[config.mk]
export PLATFORM = sky130hd
export DESIGN_NAME = r_type_ctrl
export DESIGN_NICKNAME = d
export VERILOG_FILES = /design/src/rtl/r_type_ctrl.sv
export SDC_FILE = /design/constraint.sdc
export NUM_CORES = 1
export LEC_CHECK = 0
export ABC_AREA = 1
export CAP_MARGIN = 20
export CELL_PAD_IN_SITES_DETAIL_PLACEMENT = 1
export CELL_PAD_IN_SITES_GLOBAL_PLACEMENT = 2
export CORE_ASPECT_RATIO = 1.75
export CORE_MARGIN = 8
export CORE_UTILIZATION = 26
export DETAILED_ROUTE_END_ITERATION = 8
export PLACE_DENSITY_LB_ADDON = 0.1
export REMOVE_ABC_BUFFERS = 1
export SYNTH_ARGS = -nofsm -noshare
export SYNTH_HDL_FRONTEND = slang
export SYNTH_SLANG_ARGS = --single-unit
[constraint.sdc]
create_clock -name Clk -period 3.5 [get_ports Clk]
set_clock_uncertainty 0.2 [all_clocks]
set_input_delay 0.875 -clock Clk [delete_from_list [all_inputs] [get_ports Clk]]
set_output_delay 0.875 -clock Clk [all_outputs]
set_load 0.01 [all_outputs]
[src/rtl/r_type_ctrl.sv]
// r_type_ctrl: multi-cycle sequencer for register-register (R-type) MIPS
// instructions. Each instruction runs IF -> ID -> EX -> WB (4 cycles).
// The IF cycle sends a read strobe to a synchronous ROM. The ID edge
// latches the returned word. The rs/rt/rd fields and the decoded ALU
// operation are presented through EX and WB. The register-file write
// strobe is issued in WB.
//
// Ports
//   Clk        in   rising-edge clock
//   Reset      in   asynchronous, active-high reset
//   Run        in   level enable for instruction sequencing
//   Inst_Data  in   ROM word, valid the cycle after Inst_Req
//   OF, ZF     in   overflow / zero flags from the ALU stage
//   PC         out  byte address of the current instruction
//   Inst_Req   out  ROM read strobe (IF only)
//   R_Addr_A/B out  rs / rt of the current instruction
//   W_Addr     out  rd of the current instruction
//   ALU_OP     out  decoded ALU operation
//   Write_Reg  out  register-file write enable (WB only)
//   Zero_Flag  out  ZF captured at the end of each WB
//   Illegal    out  sticky unsupported-instruction flag
//   Halted     out  high in HALT
//   Inst_Cnt   out  retired-instruction count
//   state_dbg  out  current FSM state, for checkers
//
// Handshake: the ROM has no ready/valid pair. Inst_Req is a one-cycle read
// strobe. The ROM returns Inst_Data in the following cycle, which is ID.
// The word is sampled at the edge that ends ID.
module r_type_ctrl (
  input  logic        Clk,
  input  logic        Reset,
  input  logic        Run,
  input  logic [31:0] Inst_Data,
  input  logic        OF,
  input  logic        ZF,
  output logic [31:0] PC,
  output logic        Inst_Req,
  output logic [4:0]  R_Addr_A,
  output logic [4:0]  R_Addr_B,
  output logic [4:0]  W_Addr,
  output logic [2:0]  ALU_OP,
  output logic        Write_Reg,
  output logic        Zero_Flag,
  output logic        Illegal,
  output logic        Halted,
  output logic [15:0] Inst_Cnt,
  output logic [2:0]  state_dbg
);

  typedef enum logic [2:0] {
    S_IDLE = 3'd0,
    S_IF   = 3'd1,
    S_ID   = 3'd2,
    S_EX   = 3'd3,
    S_WB   = 3'd4,
    S_HALT = 3'd5
  } state_t;

  localparam logic [5:0] OPC_RTYPE = 6'b000000;
  localparam logic [5:0] OPC_HALT  = 6'b111111;

  // The function returns {legal, alu_op}. Any word that is not a supported
  // R-type instruction returns legal = 0 and alu_op = 0.
  function automatic logic [3:0] decode(input logic [31:0] w);
    logic [3:0] r;
    r = 4'b0000;
    if (w[31:26] == OPC_RTYPE) begin
      case (w[5:0])
        6'b100100:           r = 4'b1000;  // and
        6'b100101:           r = 4'b1001;  // or
        6'b100110:           r = 4'b1010;  // xor
        6'b100111:           r = 4'b1011;  // nor
        6'b100000, 6'b100001: r = 4'b1100; // add / addu
        6'b100010, 6'b100011: r = 4'b1101; // sub / subu
        6'b101010:           r = 4'b1110;  // slt
        6'b000100:           r = 4'b1111;  // sllv
        default:             r = 4'b0000;
      endcase
    end
    return r;
  endfunction

  state_t      state_q, state_d;
  logic [31:0] pc_q, pc_d;
  logic [31:0] ir_q, ir_d;
  logic [4:0]  ra_q, ra_d, rb_q, rb_d, wa_q, wa_d;
  logic [2:0]  alu_q, alu_d;
  logic        zf_q, zf_d;
  logic        ill_q, ill_d;
  logic [15:0] cnt_q, cnt_d;

  logic [3:0]  id_dec;
  logic [3:0]  ir_dec;
  logic        exec_phase;
  logic        signed_op;
  logic        unused_shamt;

  assign id_dec = decode(Inst_Data);
  assign ir_dec = decode(ir_q);

  // The shamt field is not used by any supported operation.
  assign unused_shamt = ^ir_q[10:6];

  always_ff @(posedge Clk or posedge Reset) begin
    if (Reset) begin
      state_q <= S_IDLE;
      pc_q    <= '0;
      ir_q    <= '0;
      ra_q    <= '0;
      rb_q    <= '0;
      wa_q    <= '0;
      alu_q   <= '0;
      zf_q    <= 1'b0;
      ill_q   <= 1'b0;
      cnt_q   <= '0;
    end else begin
      state_q <= state_d;
      pc_q    <= pc_d;
      ir_q    <= ir_d;
      ra_q    <= ra_d;
      rb_q    <= rb_d;
      wa_q    <= wa_d;
      alu_q   <= alu_d;
      zf_q    <= zf_d;
      ill_q   <= ill_d;
      cnt_q   <= cnt_d;
    end
  end

  always_comb begin
    state_d = state_q;
    pc_d    = pc_q;
    ir_d    = ir_q;
    ra_d    = ra_q;
    rb_d    = rb_q;
    wa_d    = wa_q;
    alu_d   = alu_q;
    zf_d    = zf_q;
    ill_d   = ill_q;
    cnt_d   = cnt_q;
    case (state_q)
      S_IDLE: if (Run) state_d = S_IF;
      S_IF:   state_d = S_ID;
      S_ID: begin
        ir_d = Inst_Data;
        pc_d = pc_q + 32'd4;
        if (Inst_Data[31:26] == OPC_HALT) begin
          state_d = S_HALT;
        end else begin
          state_d = S_EX;
          if (!id_dec[3]) ill_d = 1'b1;
        end
      end
      S_EX: begin
        state_d = S_WB;
        // Capture the fields that are live in EX/WB. The outputs then keep
        // these values while the FSM is outside EX/WB.
        ra_d  = ir_q[25:21];
        rb_d  = ir_q[20:16];
        wa_d  = ir_q[15:11];
        alu_d = ir_dec[2:0];
      end
      S_WB: begin
        zf_d    = ZF;
        cnt_d   = cnt_q + 16'd1;
        state_d = Run ? S_IF : S_IDLE;
      end
      S_HALT: state_d = S_HALT;
      default: state_d = S_IDLE;
    endcase
  end

  assign exec_phase = (state_q == S_EX) || (state_q == S_WB);
  assign signed_op  = (ir_q[5:0] == 6'b100000) || (ir_q[5:0] == 6'b100010);

  assign PC        = pc_q;
  assign Inst_Req  = (state_q == S_IF);
  assign R_Addr_A  = exec_phase ? ir_q[25:21] : ra_q;
  assign R_Addr_B  = exec_phase ? ir_q[20:16] : rb_q;
  assign W_Addr    = exec_phase ? ir_q[15:11] : wa_q;
  assign ALU_OP    = exec_phase ? ir_dec[2:0] : alu_q;
  // This signal is decoded from the state register, so an asynchronous
  // reset drops it at once. Writes to $0 are suppressed. Signed add/sub
  // that overflowed are also suppressed.
  assign Write_Reg = (state_q == S_WB) && ir_dec[3] && (ir_q[15:11] != 5'd0)
                     && !(OF && signed_op);
  assign Zero_Flag = zf_q;
  assign Illegal   = ill_q;
  assign Halted    = (state_q == S_HALT);
  assign Inst_Cnt  = cnt_q;
  assign state_dbg = state_q;

endmodule

# Word-level counts from Yosys, hierarchy flattened
# Index checks and enable logic that the tools add are counted.
[totals]
regBits = 103
in_bits = 37
output_inout_bits = 74
elab_cells = 69
[op_classes]
add_sub_neg = 2
eq_ne = 27
muxes = 12
bitwise_logic = 2
n_reduce_logical = 16
[ops]
columns = ["operator", "count"]
rows = [
  ["$eq A6 B6 Y1 const B", 19],
  ["$pmux W4 S8", 2],
  ["$add A32 B3 Y32 const B", 1],
  ["$pmux W3 S6", 1],
  ["$add A16 B1 Y16 const B", 1],
  ["$mux W5", 3],
  ["$eq A6 B3 Y1 const B", 2],
  ["$logic_not A6 Y1", 2],
  ["$mux W3", 3],
  ["$mux W4", 2],
  ["$reduce_or A2 Y1", 4],
  ["$eq A3 B2 Y1 const B", 2],
  ["$eq A3 B3 Y1 const B", 2],
  ["$reduce_bool A5 Y1", 1],
  ["$logic_and A1 B1 Y1", 4],
  ["$eq A3 B1 Y1 const B", 1],
  ["$logic_not A3 Y1", 1],
  ["$reduce_and A3 Y1", 1],
  ["$logic_or A1 B1 Y1", 2],
  ["$ne A2 B2 Y1 const B", 1],
  ["$not A1 Y1", 2],
  ["$logic_not A1 Y1", 1],
  ["$mux W1", 1],
]

# Depth between registers and ports, before layout
# Gate-level depths: netlist (run 1).
[depth]
word_depth = 7
mapped_depth = 9
ltp_nobuf = 9

# Least setup slack after synthesis (run 1)
# Ideal clock, no wire load.
[synth_timing]
path_type = "reg-to-output"
from = "register state_q[2], in the netlist state_dbg[2]"
to = "output port ALU_OP[0]"
arrival_time_ns = 1.415
required_ns = 2.425
slack_ns = 1.010
stages_incl_launch_ff = 7
n_path_buf = 1
path_cell_list = "dfrtp_1 > inv_1 > nand2_1 > nor2_2 > nor2_2 > buf_2 > o21ai_0"
[synth_between]
elab_chain_cells = 3
elab_cells_between_ends = 4
classes_between = "eq/ne: 2; mux: 1; reduce/logical: 1"
[synth_rtl]
columns = ["element", "line_no", "rtl"]
rows = [
  ["start, declared", "83", "state_t state_q, state_d;"],
  ["start signal, assigned", "117", "state_q <= state_d;"],
  ["$eq A3 B2 Y1 or $eq A3 B3 Y1 (tied branches)", "173", "assign exec_phase = (state_q == S_EX) || (state_q == S_WB);"],
  ["$logic_or A1 B1 Y1 *", "173", ""],
  ["$mux W3 *", "181", "assign ALU_OP = exec_phase ? ir_dec[2:0] : alu_q;"],
  ["end, declared", "41", "output logic [2:0] ALU_OP,"],
]
# Every way passes the cells marked *; elsewhere a longest branch is shown, timed or not.

# Worst setup path in the final report (run 1)
[layout_timing]
from = "register state_q[1], in the netlist state_dbg[1]"
to = "output port W_Addr[3]"
[layout_between]
elab_chain_cells = 3
elab_cells_between_ends = 4
classes_between = "eq/ne: 2; mux: 1; reduce/logical: 1"
[layout_rtl]
columns = ["element", "line_no", "rtl"]
rows = [
  ["$eq A3 B2 Y1 or $eq A3 B3 Y1 (tied branches)", "173", ""],
  ["$logic_or A1 B1 Y1 *", "173", ""],
  ["$mux W5 *", "180", "assign W_Addr = exec_phase ? ir_q[15:11] : wa_q;"],
  ["end, declared", "40", "output logic [4:0] W_Addr,"],
]
# Marked as above.

==> results of run 1 <==
[path summary, 6_finish.rpt]
check / start / slack [ns] / end / cells past startpoint
max: state_dbg[1] / 0.21 / W_Addr[3] / 7
min: wa_q[0] / 0.29 / wa_q[0] / 2
max reg2reg: state_dbg[2] / 1.38 / ra_q[0] / 6
min reg2reg: wa_q[0] / 0.29 / wa_q[0] / 2
max in group asynchronous: Reset / 1.76 / PC[11] / 3
min in group asynchronous: Reset / 0.68 / PC[21] / 2
[critical path: stages (launching register included)]
cell and delay [ns]:
dfrtp_1 0.46, nor2_1 0.15, nand2_2 0.07, inv_2 0.17, nor2_4 0.08, buf_12 0.17
o21ai_0 0.19, clkdlybuf4s50_1 0.58
[power by group]
group	leakage [nW]	switching [mW]	internal [mW]
sequential	1.25	0.212	1.42
clock	0.139	0.439	0.541
combinational	1.53	0.862	0.698
[registers in the layout, summed over array words and instances, names as in the netlist]
name,flops
Inst_Cnt,16
Zero_Flag,1
ir_q,27
state_dbg,3
ra_q,5
PC,30
Illegal,1
alu_q,3
rb_q,5
wa_q,5
[metal layers]
metal	global-route usage	vias up
met5	0	-
met4	0.0429	0
met3	0.0273	12
met2	0.263	66
met1	0.140	2089
li1	-	2084
[cell type report]
cell class | instances | area [um^2] | share of cell area
multi-input cells | 417 | 2010 | 0.315
flip-flops and latches | 96 | 2400 | 0.377
inverters | 71 | 269 | 0.0421
clock inverters | 2 | 12.5 | 0.00196
well taps | 234 | 293 | 0.0459
clock buffers | 14 | 274 | 0.0429
repair buffers | 111 | 1120 | 0.175
[cell usage after synthesis]
library cell	count	area, um^2
a21oi_1	1	5.00
a31oi_1	2	12.5
and2_1	2	12.5
buf_2	6	30.0
buf_4	2	15.0
clkbuf_1	6	22.5
conb_1	1	3.75
dfrtp_1	96	2400
ha_1	2	25.0
inv_1	70	263
inv_2	1	3.75
nand2_1	184	691
nand2_2	1	6.26
nand2_4	1	11.3
nand3_1	37	185
nand3_4	1	17.5
nand3b_1	2	15.0
nand4_1	13	81.3
nor2_1	59	221
nor2_2	4	25.0
nor2_4	5	56.3
nor3_1	7	35.0
nor3_2	1	10.0
o211ai_1	1	7.51
o21ai_0	60	300
o21bai_1	1	7.51
or2_2	1	6.26
xnor2_1	14	123
xor2_1	16	140
[kinds of logic (layout without fill, tap and decap cells)]
logic type               Yosys count  after routing  synth area share
AND/OR/NAND/NOR                  318            318             0.290
flip-flops                        96             96             0.507
buffers and inverters             85            198            0.0706
AO/OA/AOI/OAI                     65             65            0.0703
XOR/XNOR                          30             30            0.0555
adder cells (fa/ha/maj)            2              2           0.00528
other                              1              2          0.000792
[per-stage QoR]
step | util | power [mW] | setup TNS [ns]
after floorplan | - | 2.40 | -7.72
final | 0.355 | 4.17 | 0
after detailed placement | 0.338 | 3.25 | 0
after global routing | 0.355 | 4.51 | 0
after global placement | 0.338 | 3.20 | 0
after CTS | 0.355 | 4.26 | 0
[layout by cell type (no fill, tap or decap), types with 13 or more instances in the layout]
master           instances
inv_1                   69
nand4_1                 13
nand2_1                184
xnor2_1                 14
o21ai_0                 58
dfrtp_1                 95
xor2_1                  16
clkdlybuf4s50_1        102
nor2_1                  59
nand3_1                 37
[timing repair]
action                                 4_1_cts  5_1_grt
gates cloned                                 0        0
setup endpoints to repair                    2        7
endpoints found under the hold margin        0        0
gates resized for setup                      1        5
==> impl_metrics.csv, run 1 <==
group,metric,value,unit
finish,antenna_cells,0,
route,highest_layer,"met4",
timing,min_period_over_period,0.941,
setup_path,worst-path-max-fanout,28,
global_route,grt_overflow,0,
power,p_leak,2.92,nW
floorplanning,num_rows,65,
route,wirelength,14800,um
logic_synthesis,syn_avg_cell_area,7.93,um^2
clock_tree,cts_tree,"built",
logic_synthesis,synth.distinct_cells,29,
clock_tree,cts_setup_buffers,0,
global_route,grt_use_total,0.135,
run,drv_cap,0,
route,dr.pass1.iters,4,
placement,place_ws,0.295,ns
route,wl_met2,8380,um
power,power.density,653,nW/um^2
floorplanning,core,18000,um^2
setup_path,worstPathRequired,2.42,ns
finish,nets,745,
timing,rsz0062_at_grt,"no",
clock_tree,htreeDepth,3,
floorplanning,start_util,0.263,
status,status,"finished, final reports clean",
route,vias,4251,
route,drtIter0Drc,111,
global_route,grt_pass1_vias,4763,
finish,drive_above_1_share,0.0549,
route,wl_met1,5770,um
setup_path,timing.setup.critical_path_class,"reg -> out",
timing,timing.slew.headroom,0.392,
global_route,grt_max_degree,50,
finish,n_fill_cell,2184,
clock_tree,clock-sinks,96,
finish,stdcell_count,945,
placement,placedCellCount,929,
logic_synthesis,netlist_instances,597,
clock_tree,cts-root-buf,"clkbuf_16",
placement,gp_congestion,0.751,
power,vdd_drop_max,245,uV
timing,worstMarginPinSlew,0.912,ns
setup_path,critPathCaptureType,"output port",
timing,hold_slack,0.289,ns
logic_synthesis,synthesis.area,4730,um^2
global_route,grt_first_pass_wirelength,25100,um
timing,fmax,304,MHz
floorplanning,dieArea,23000,um^2
logic_synthesis,ys_seq_area_frac,0.507,
route,routed_via_density,4.50,
finish,finalInstanceArea,6380,um^2
placement,place_hpwl,11400,um
logic_synthesis,ys_seq_elements,96,
clock_tree,path_clk_slew,0.07,ns
route,drcViolationCount,0,
timing,final.setup.worst_slack,0.208,ns
logic_synthesis,ys_warn_count,0,
route,wire_per_inst,15.7,um
timing,finalMaxSlewViolations,0,
clock_tree,cts_hold_buf,0,
route,dr_wl_met3,453,um
clock_tree,insertion_delay,0.34,ns
global_route,antenna_found_initial,0,
timing,fin_crit,3.29,ns
timing,finalSetupViolCount,0,
placement,dpl-instance-area,6080,um^2
finish,synthToLayoutAreaGrowth,34.8,%
setup_path,cp.arrival,2.22,ns
clock_tree,numCtsBuffers,9,
clock_tree,clk_path_buf_depth,2,
floorplanning,fp.dieW,118,um
floorplanning,chipHeight,195,um
timing,final_hold_viol_count,0,
route,antenna_left,0,
hold_path,hold_path_class,"reg -> reg",
setup_path,start_kind,"register",
floorplanning,ioPinCount,111,
placement,io_buffers,103,
(Power assumes the default switching activity.)
==> run 2: changes to the inputs <==
--- a/config.mk
+++ b/config.mk
@@ -12,8 +12,9 @@
 export CORE_ASPECT_RATIO = 1.75
 export CORE_MARGIN = 8
 export CORE_UTILIZATION = 26
+export CTS_CLUSTER_SIZE = 12
 export DETAILED_ROUTE_END_ITERATION = 8
-export PLACE_DENSITY_LB_ADDON = 0.1
+export PLACE_DENSITY = 0.76
 export REMOVE_ABC_BUFFERS = 1
 export SYNTH_ARGS = -nofsm -noshare
 export SYNTH_HDL_FRONTEND = slang
==> impl_metrics.csv, run 2 (synthesized netlist as in run 1, its figures left out) <==
group,metric,value,unit
placement,io_buffers,103,
finish,drive_above_1_share,0.0576,
clock_tree,cts_tree,"built",
power,p_int,2.73,mW
floorplanning,dieArea,23000,um^2
floorplanning,fp.dieW,118,um
timing,min_period_over_period,0.952,
timing,final.setup.worst_slack,0.170,ns
finish,final_cell_mix,"nand2_1 (184), clkdlybuf4s50_1 (103), dfrtp_1 (95)",
power,vdd_drop_max,242,uV
global_route,grt_pass1_vias,4793,
route,drcViolationCount,0,
global_route,grt_use_total,0.130,
power,combPwrFrac,0.365,
global_route,grt_first_pass_wirelength,24200,um
global_route,grt_max_degree,43,
timing,timing.slew.headroom,0.400,
clock_tree,htreeDepth,3,
global_route,grt_overflow,0,
floorplanning,ioPinCount,111,
finish,stdcell_count,946,
finish,multi_input_area,2000,um^2
clock_tree,post_cts_resized,0,
timing,fmax,300,MHz
floorplanning,core,18000,um^2
hold_path,hold_path_class,"reg -> reg",
placement,placedCellCount,930,
power,power.density,663,nW/um^2
finish,final_common_cell,"nand2_1",
route,routed_via_density,4.49,
finish,largest_reg_flops,30,
timing,final_hold_viol_count,0,
route,wire_per_inst,15.1,um
floorplanning,num_rows,65,
clock_tree,cts_hold_buf,0,
setup_path,worstPathRequired,2.42,ns
finish,synthToLayoutAreaGrowth,35.1,%
route,drtIter0Drc,160,
run,drv_cap,0,
timing,hold_slack,0.279,ns
timing,finalSetupViolCount,0,
clock_tree,cts-root-buf,"clkbuf_16",
finish,finalInstanceArea,6400,um^2
clock_tree,path_clk_slew,0.07,ns
global_route,antenna_found_initial,0,
setup_path,cp.arrival,2.26,ns
finish,antenna_cells,0,
power,switching_share,0.356,
timing,rsz0062_at_grt,"no",
floorplanning,start_util,0.263,
setup_path,start_kind,"register",
timing,finalMaxSlewViolations,0,
clock_tree,cts_setup_buffers,0,
route,dr.pass1.iters,4,
power,p_seq_frac,0.385,
placement,gp_congestion,0.789,
power,clock_power_share,0.250,
power,switchingPower,1.51,mW
clock_tree,clk_path_buf_depth,2,
clock_tree,insertion_delay,0.35,ns
setup_path,worst-path-max-fanout,30,
clock_tree,clock-sinks,96,
placement,place_ws,0.300,ns
finish,nets,746,
setup_path,critPathCaptureType,"output port",
power,p_leak,2.93,nW
status,status,"finished, final reports clean",
clock_tree,numCtsBuffers,9,
placement,place_hpwl,11000,um
route,antenna_left,0,
route,wirelength,14300,um
floorplanning,chipHeight,195,um
timing,fin_crit,3.33,ns
setup_path,timing.setup.critical_path_class,"reg -> out",
finish,regArea,2400,um^2
placement,dpl-instance-area,6080,um^2
timing,worstMarginPinSlew,0.900,ns
route,vias,4250,
finish,n_fill_cell,2148,
run 2: area by class of cell:
type / instances / area share
clock buffer: 10 / 0.0358
clock inverter: 6 / 0.0131
inverter: 71 / 0.0420
multi-input combinational: 417 / 0.313
sequential: 96 / 0.376
tap: 234 / 0.0458
timing repair buffer: 112 / 0.175
run 2: metrics by stage:
stage	TNS, ns	total power [mW]	utilization
after floorplan	-7.72	2.40	-
after global placement	0	3.17	0.338
after detailed placement	0	3.22	0.338
after CTS	0	4.32	0.356
after global routing	0	4.57	0.356
final	0	4.24	0.356
run 2: worst max-delay path, cell delays in order (launching register included):
cell             delay (ns)
dfrtp_2                0.44
inv_1                  0.12
nand2_1                0.11
nor2_2                 0.13
nor2_2                 0.08
buf_8                  0.17
o21ai_0                0.27
clkdlybuf4s50_1        0.59
run 2: final timing paths:
path | slack, ns | cells past startpoint | endpoint | startpoint
min in group asynchronous | 0.71 | 2 | ir_q[20] | Reset
setup / recovery | 0.17 | 7 | ALU_OP[0] | state_dbg[2]
hold / removal | 0.28 | 2 | Illegal | Illegal
hold reg to reg | 0.28 | 2 | Illegal | Illegal
setup reg to reg | 1.45 | 6 | rb_q[4] | state_dbg[2]
max in group asynchronous | 1.71 | 3 | Inst_Cnt[12] | Reset
run 2: power groups by stage:
stage                     combinational [mW]  sequential (mW)  clock [mW]
final                                   1.55             1.63        1.06
after CTS                               1.58             1.63        1.10
after global routing                    1.76             1.67        1.14
after detailed placement                1.57             1.65           0
after global placement                  1.53             1.63           0
after floorplan                        0.777             1.63           0
run 2: routing by layer:
metal / global-route usage / wire [um]
met1: 0.131 / 5600
met4: 0.0539 / 380
met5: 0 / 0
met2: 0.243 / 7690
met3: 0.0369 / 618
==> RTL change 1, RTL diff (flow settings as in run 2) <==
Reset style: synchronous (`Reset`), changed in one clocked block. Comments in the files are not updated.
--- a/src/rtl/r_type_ctrl.sv
+++ b/src/rtl/r_type_ctrl.sv
@@ -101,7 +101,7 @@
   // The shamt field is not used by any supported operation.
   assign unused_shamt = ^ir_q[10:6];
 
-  always_ff @(posedge Clk or posedge Reset) begin
+  always_ff @(posedge Clk) begin
     if (Reset) begin
       state_q <= S_IDLE;
       pc_q    <= '0;
Check against the original RTL: differs if Reset is asserted again (counterexample within 4 cycles, from zero or initial values and one cycle with Reset high); with Reset held inactive, the same outputs for 10 cycles.
==> RTL change 1 against run 2 <==
Global-route usage is 1.3 points higher. Final area is 3.5% lower. Area after synthesis is 1.9% lower. Sequential cell count stayed put. Routed wire length is 8.9% higher. Worst setup slack better by 0.044 ns. Critical path depth is 1 higher. Die area is 1.7% lower.
Power is not compared: it rests on default switching activity, and its combinational part moved more than twofold at a synthesized area within 25%.
==> RTL change 1: results (changes against run 2) <==
[run_status]
status=complete, no violations  ; unchanged

[setup_path]
reg2reg_to=Illegal  ; was rb_q[4]
critPathMaxStageDelay_ns=0.57  ; was 0.59 ns
worstPathArrival_ns=2.21  ; was 2.26 ns
cp_max_fo=36  ; was 30
r2r-start=state_dbg[0]  ; was state_dbg[2]
startpoint=state_dbg[1]  ; was state_dbg[2]
cp-endpoint=W_Addr[3]  ; was ALU_OP[0]

[global_routing]
grt_overflow=0  ; unchanged
track_usage_pct=14.2  ; was 13.0%
grt_pass1_vias=5008  ; was 4793
grt_pass1_wl_mm=25.3  ; was 24.2 mm
grt_max_degree=41  ; was 43

[route]
wl_per_cell_um=15.6  ; was 15.1 um
vias=4771  ; was 4250
vias_per_cell=4.77  ; was 4.49
drt_iter0_drc=208  ; was 160

[placement]
placed_cell_area_sq_um=5880  ; was 6080 sq um
dp_hpwl_mm=12.0  ; was 11.0 mm
place_congestion=0.803  ; was 0.789
place_inst=984  ; was 930
dp_slack_ns=0.251  ; was 0.300 ns

[final_layout]
fillers=2165  ; was 2148
num_antenna_cells=0  ; unchanged
nNetsFinal=803  ; was 746
drive_gt1_share_pct=6.50  ; was 5.76%

[yosys]
yosys.cell_types.count=36  ; was 29
synthTopCellsByCount=nand2_1 (110), dfxtp_1 (96), nor2_1 (92)  ; was nand2_1 (184), dfrtp_1 (96), inv_1 (70)
synthXorXnorAreaFrac_pct=0.377  ; was 5.55%
ys.flop_type=dfxtp_1  ; was dfrtp_1
synth_adder_area_share_pct=0.539  ; was 0.529%
synth.area.top_cells=dfxtp_1 (41%), nand2_1 (8.9%), o21ai_0 (8.0%)  ; was dfrtp_1 (51%), nand2_1 (15%), o21ai_0 (6.3%)
synth_compound_gate_area_share_pct=17.9  ; was 7.03%
postSynthCellCount=667  ; was 597
ys_async_sr_fraction_pct=0  ; was 100%
yosysSeqAreaShare_pct=41.4  ; was 50.7%

[clocking]
cts_setup_buffers=0  ; unchanged
numCtsBuffers=9  ; unchanged
cts_resized=0  ; unchanged

[timing]
finalWorstSetupSlack_ns=0.214  ; was 0.170 ns
hold_slack_ns=0.266  ; was 0.279 ns

[min_path]
hold_start=ir_q[31]  ; was Illegal

==> RTL change 1: cell count changes after synthesis, moves of 6 or more <==
cell / change
nand2_1: -74
nor2_1: +33
dfxtp_1: +96
xor2_1: -16
a21oi_1: +69
o21ai_1: +8
dfrtp_1: -96
nor3_1: +6
inv_1: +15
o21ai_0: +14
xnor2_1: -12
==> RTL change 1: critical path, delay by kind of cell (launching register included) <==
family / cells / cell delay (ns)
AOI/OAI and AO/OA: 1 / 0.10
buffers and inverters: 3 / 0.92
DFF: 1 / 0.51
and+or+nand+nor: 4 / 0.34
==> RTL change 1: cells by family (layout without fill, tap and decap cells) <==
family | count (synthesis) | after routing
AND/OR/NAND/NOR | 292 | 292
AO/OA/AOI/OAI | 161 | 161
buffers and inverters | 113 | 214
flip-flops | 96 | 96
adder cells (fa/ha/maj) | 2 | 2
XOR/XNOR | 2 | 2
other | 1 | 2
==> RTL change 1: worst min path at each step <==
| stage | end |
|---|---|
| 6_report | ir_q[31] |
| 5_1_grt | ir_q[31] |
| 4_1_cts | ir_q[31] |
| 3_5_place_dp | ir_q[31] |
| 3_3_place_gp | ir_q[30] |
| 2_1_floorplan | ir_q[31] |
==> RTL change 1: final cells by class <==
class                      instances  area (sq um)  share of cell area [%]
sequential                        96          1920                    31.1
inverter                          88           333                    5.39
tap                              231           289                    4.68
clock inverter                     7          63.8                    1.03
timing repair buffer             110          1100                    17.8
multi-input combinational        459          2240                    36.3
clock buffer                       9           225                    3.65
==> RTL change 1: routing by layer <==
| metal | global-route usage (%) | share of wire, % | vias to the layer above |
|---|---|---|---|
| met5 | 0 | 0 | - |
| met1 | 14.5 | 39 | 2300 |
| met2 | 27.1 | 54 | 88 |
| li1 | - | - | 2365 |
| met3 | 3.17 | 4.7 | 18 |
| met4 | 5.30 | 2.1 | 0 |
==> RTL change 1: where the power goes <==
part | internal (W) | total [W] | switching (W)
Sequential | 0.00114 | 0.00118 | 0.0000329
Clock | 0.000497 | 0.000964 | 0.000466
Combinational | 0.000133 | 0.000323 | 0.000190
Total | 0.00177 | 0.00246 | 0.000689
==> RTL change 1: through the flow <==
step                      power, W  utilization, %
after floorplan            0.00136               -
after global placement     0.00152            33.5
after detailed placement   0.00153            33.5
after CTS                  0.00252            35.2
after global routing       0.00260            35.2
final                      0.00246            35.2
==> RTL change 2, RTL diff (flow settings as in run 2) <==
Made on the original files. `ir_q` no longer has a reset.
--- a/src/rtl/r_type_ctrl.sv
+++ b/src/rtl/r_type_ctrl.sv
@@ -105,7 +105,6 @@
     if (Reset) begin
       state_q <= S_IDLE;
       pc_q    <= '0;
-      ir_q    <= '0;
       ra_q    <= '0;
       rb_q    <= '0;
       wa_q    <= '0;
@@ -116,7 +115,6 @@
     end else begin
       state_q <= state_d;
       pc_q    <= pc_d;
-      ir_q    <= ir_d;
       ra_q    <= ra_d;
       rb_q    <= rb_d;
       wa_q    <= wa_d;
@@ -125,6 +123,10 @@
       ill_q   <= ill_d;
       cnt_q   <= cnt_d;
     end
+  end
+
+  always_ff @(posedge Clk) begin
+    ir_q <= ir_d;
   end
 
   always_comb begin
Behaviour: no difference found for any inputs over 10 cycles, from zero or initial values and one cycle with Reset high; that may be too few to reach the edited logic, so the function may still have changed.
==> RTL change 2 against run 2 <==
Final area increased by 1.0%. Sequential cell count stayed put. Routed wire length grew 2.0%. Power shrank 4.8%. Combinational power fell by 9%. Area after synthesis grew 1.6%. Worst setup slack better by 0.039 ns. Non-clock buffer count decreased by 2. Critical path type unchanged. Largest cell class unchanged.
==> RTL change 2: results (changes against run 2) <==
[setup_path]
cp_max_fo=28  ; was 30
worstPathArrival_ns=2.22  ; was 2.26 ns
r2r_cells=9  ; was 6
cp_top_family=buffers and inverters  ; unchanged
cp_slowest_cell=clkdlybuf4s50_1  ; unchanged
regToRegSetupSlack_ns=1.40  ; was 1.45 ns
critPathMaxStageDelay_ns=0.56  ; was 0.59 ns

[final_layout]
finish.instance_area_sq_um=6460  ; was 6400 sq um
multi_input_gates=380  ; was 417
synthToLayoutAreaGrowth_pct=34.4  ; was 35.1%
buffer_area_share_pct=17.0  ; was 17.5%
fillers=2192  ; was 2148
multi_input_area_share_pct=29.9  ; was 31.3%
final_cells=914  ; was 946
nonClockBufferCount=110  ; was 112
nNetsFinal=710  ; was 746
clkCellAreaFrac_pct=4.82  ; was 4.89%
n_clock_buffer=11  ; was 10
seqCellArea_sq_um=2540  ; was 2400 sq um
drive_gt1_share_pct=8.88  ; was 5.76%
inverters_excl_clock=74  ; was 71

[global_routing]
grt_pass1_wl_mm=24.4  ; was 24.2 mm
grt_pass1_vias=4642  ; was 4793
track_usage_pct=13.4  ; was 13.0%
grt_max_degree=70  ; was 43

[yosys]
ys_async_sr_fraction_pct=71.9  ; was 100%
syn_avg_cell_area_sq_um=8.64  ; was 7.93 sq um
yosysSeqAreaShare_pct=52.7  ; was 50.7%
yosys.cell_types.count=38  ; was 29
synth.area.top_cells=dfrtp_1 (36%), edfxtp_1 (17%), nand2_1 (13%)  ; was dfrtp_1 (51%), nand2_1 (15%), o21ai_0 (6.3%)
synth_edf_count=27  ; was 0

[placement]
placed_cell_area_sq_um=6150  ; was 6080 sq um
dp_slack_ns=0.265  ; was 0.300 ns
place_congestion=0.864  ; was 0.789
dp_hpwl_mm=11.5  ; was 11.0 mm
place_inst=898  ; was 930

[run_status]
status=complete, no violations  ; unchanged

[timing]
hold_slack_ns=0.268  ; was 0.279 ns
worstMarginPinSlew_ns=0.503  ; was 0.900 ns

[power_and_ir_drop]
p_leak_nw=2.87  ; was 2.93 nW
ir_worst_vdd_mv=0.231  ; was 0.242 mV

[route]
wl_per_cell_um=16.0  ; was 15.1 um
drt_iter0_drc=99  ; was 160
vias=4085  ; was 4250

[clocking]
cts_setup_buffers=0  ; unchanged
clock_latency_ns=0.35  ; about the same

RTL change 2: cell types whose count changed after synthesis, sizes merged, moves of 3 or more:
cell | before | now
edfxtp | 0 | 27
clkbuf | 6 | 2
o21ai | 60 | 36
nand2 | 186 | 175
nand3 | 38 | 33
dfrtp | 96 | 69
nor3 | 8 | 11
RTL change 2: cells by family after synthesis:
family,count (synthesis),synth area share (%)
AOI/OAI and AO/OA,44,5.77
xor gates and xnor gates,28,5.10
adders and majority gates,2,0.520
other,1,0.0779
DFF,96,52.7
and+or+nand+nor,304,28.7
buffers and inverters,82,7.13
RTL change 2: worst max path at each step:
stage               slack, ns  depth (start not counted)          end         start
global route             0.04                          9  R_Addr_A[2]  state_dbg[0]
finish                   0.21                          9  R_Addr_A[2]  state_dbg[0]
floorplan                0.69                          1      Illegal         Reset
global placement         0.27                          5    Write_Reg            OF
detailed placement       0.26                          5    Write_Reg            OF
CTS                      0.04                          9  R_Addr_A[2]  state_dbg[0]
RTL change 2: worst reg2reg max path, delay by kind of cell, from the launching register on:
| kind | cells | cell delay [ns] |
|---|---|---|
| simple gates | 6 | 0.79 |
| buf+inv | 3 | 0.52 |
| flops | 1 | 0.48 |
RTL change 2: routing by layer:
layer	vias to the layer above	GRT usage, %	wire, um
li1	1994	-	-
met1	1990	12.6	5350
met2	80	25.8	8170
met3	21	4.00	714
met4	0	5.65	346
met5	-	0	0
RTL change 2: report_power, final:
part	total, W	switching [W]	internal [W]
clock	0.00107	0.000437	0.000629
sequential	0.00156	0.000158	0.00140
combinational	0.00141	0.000786	0.000621
total	0.00404	0.00138	0.00265
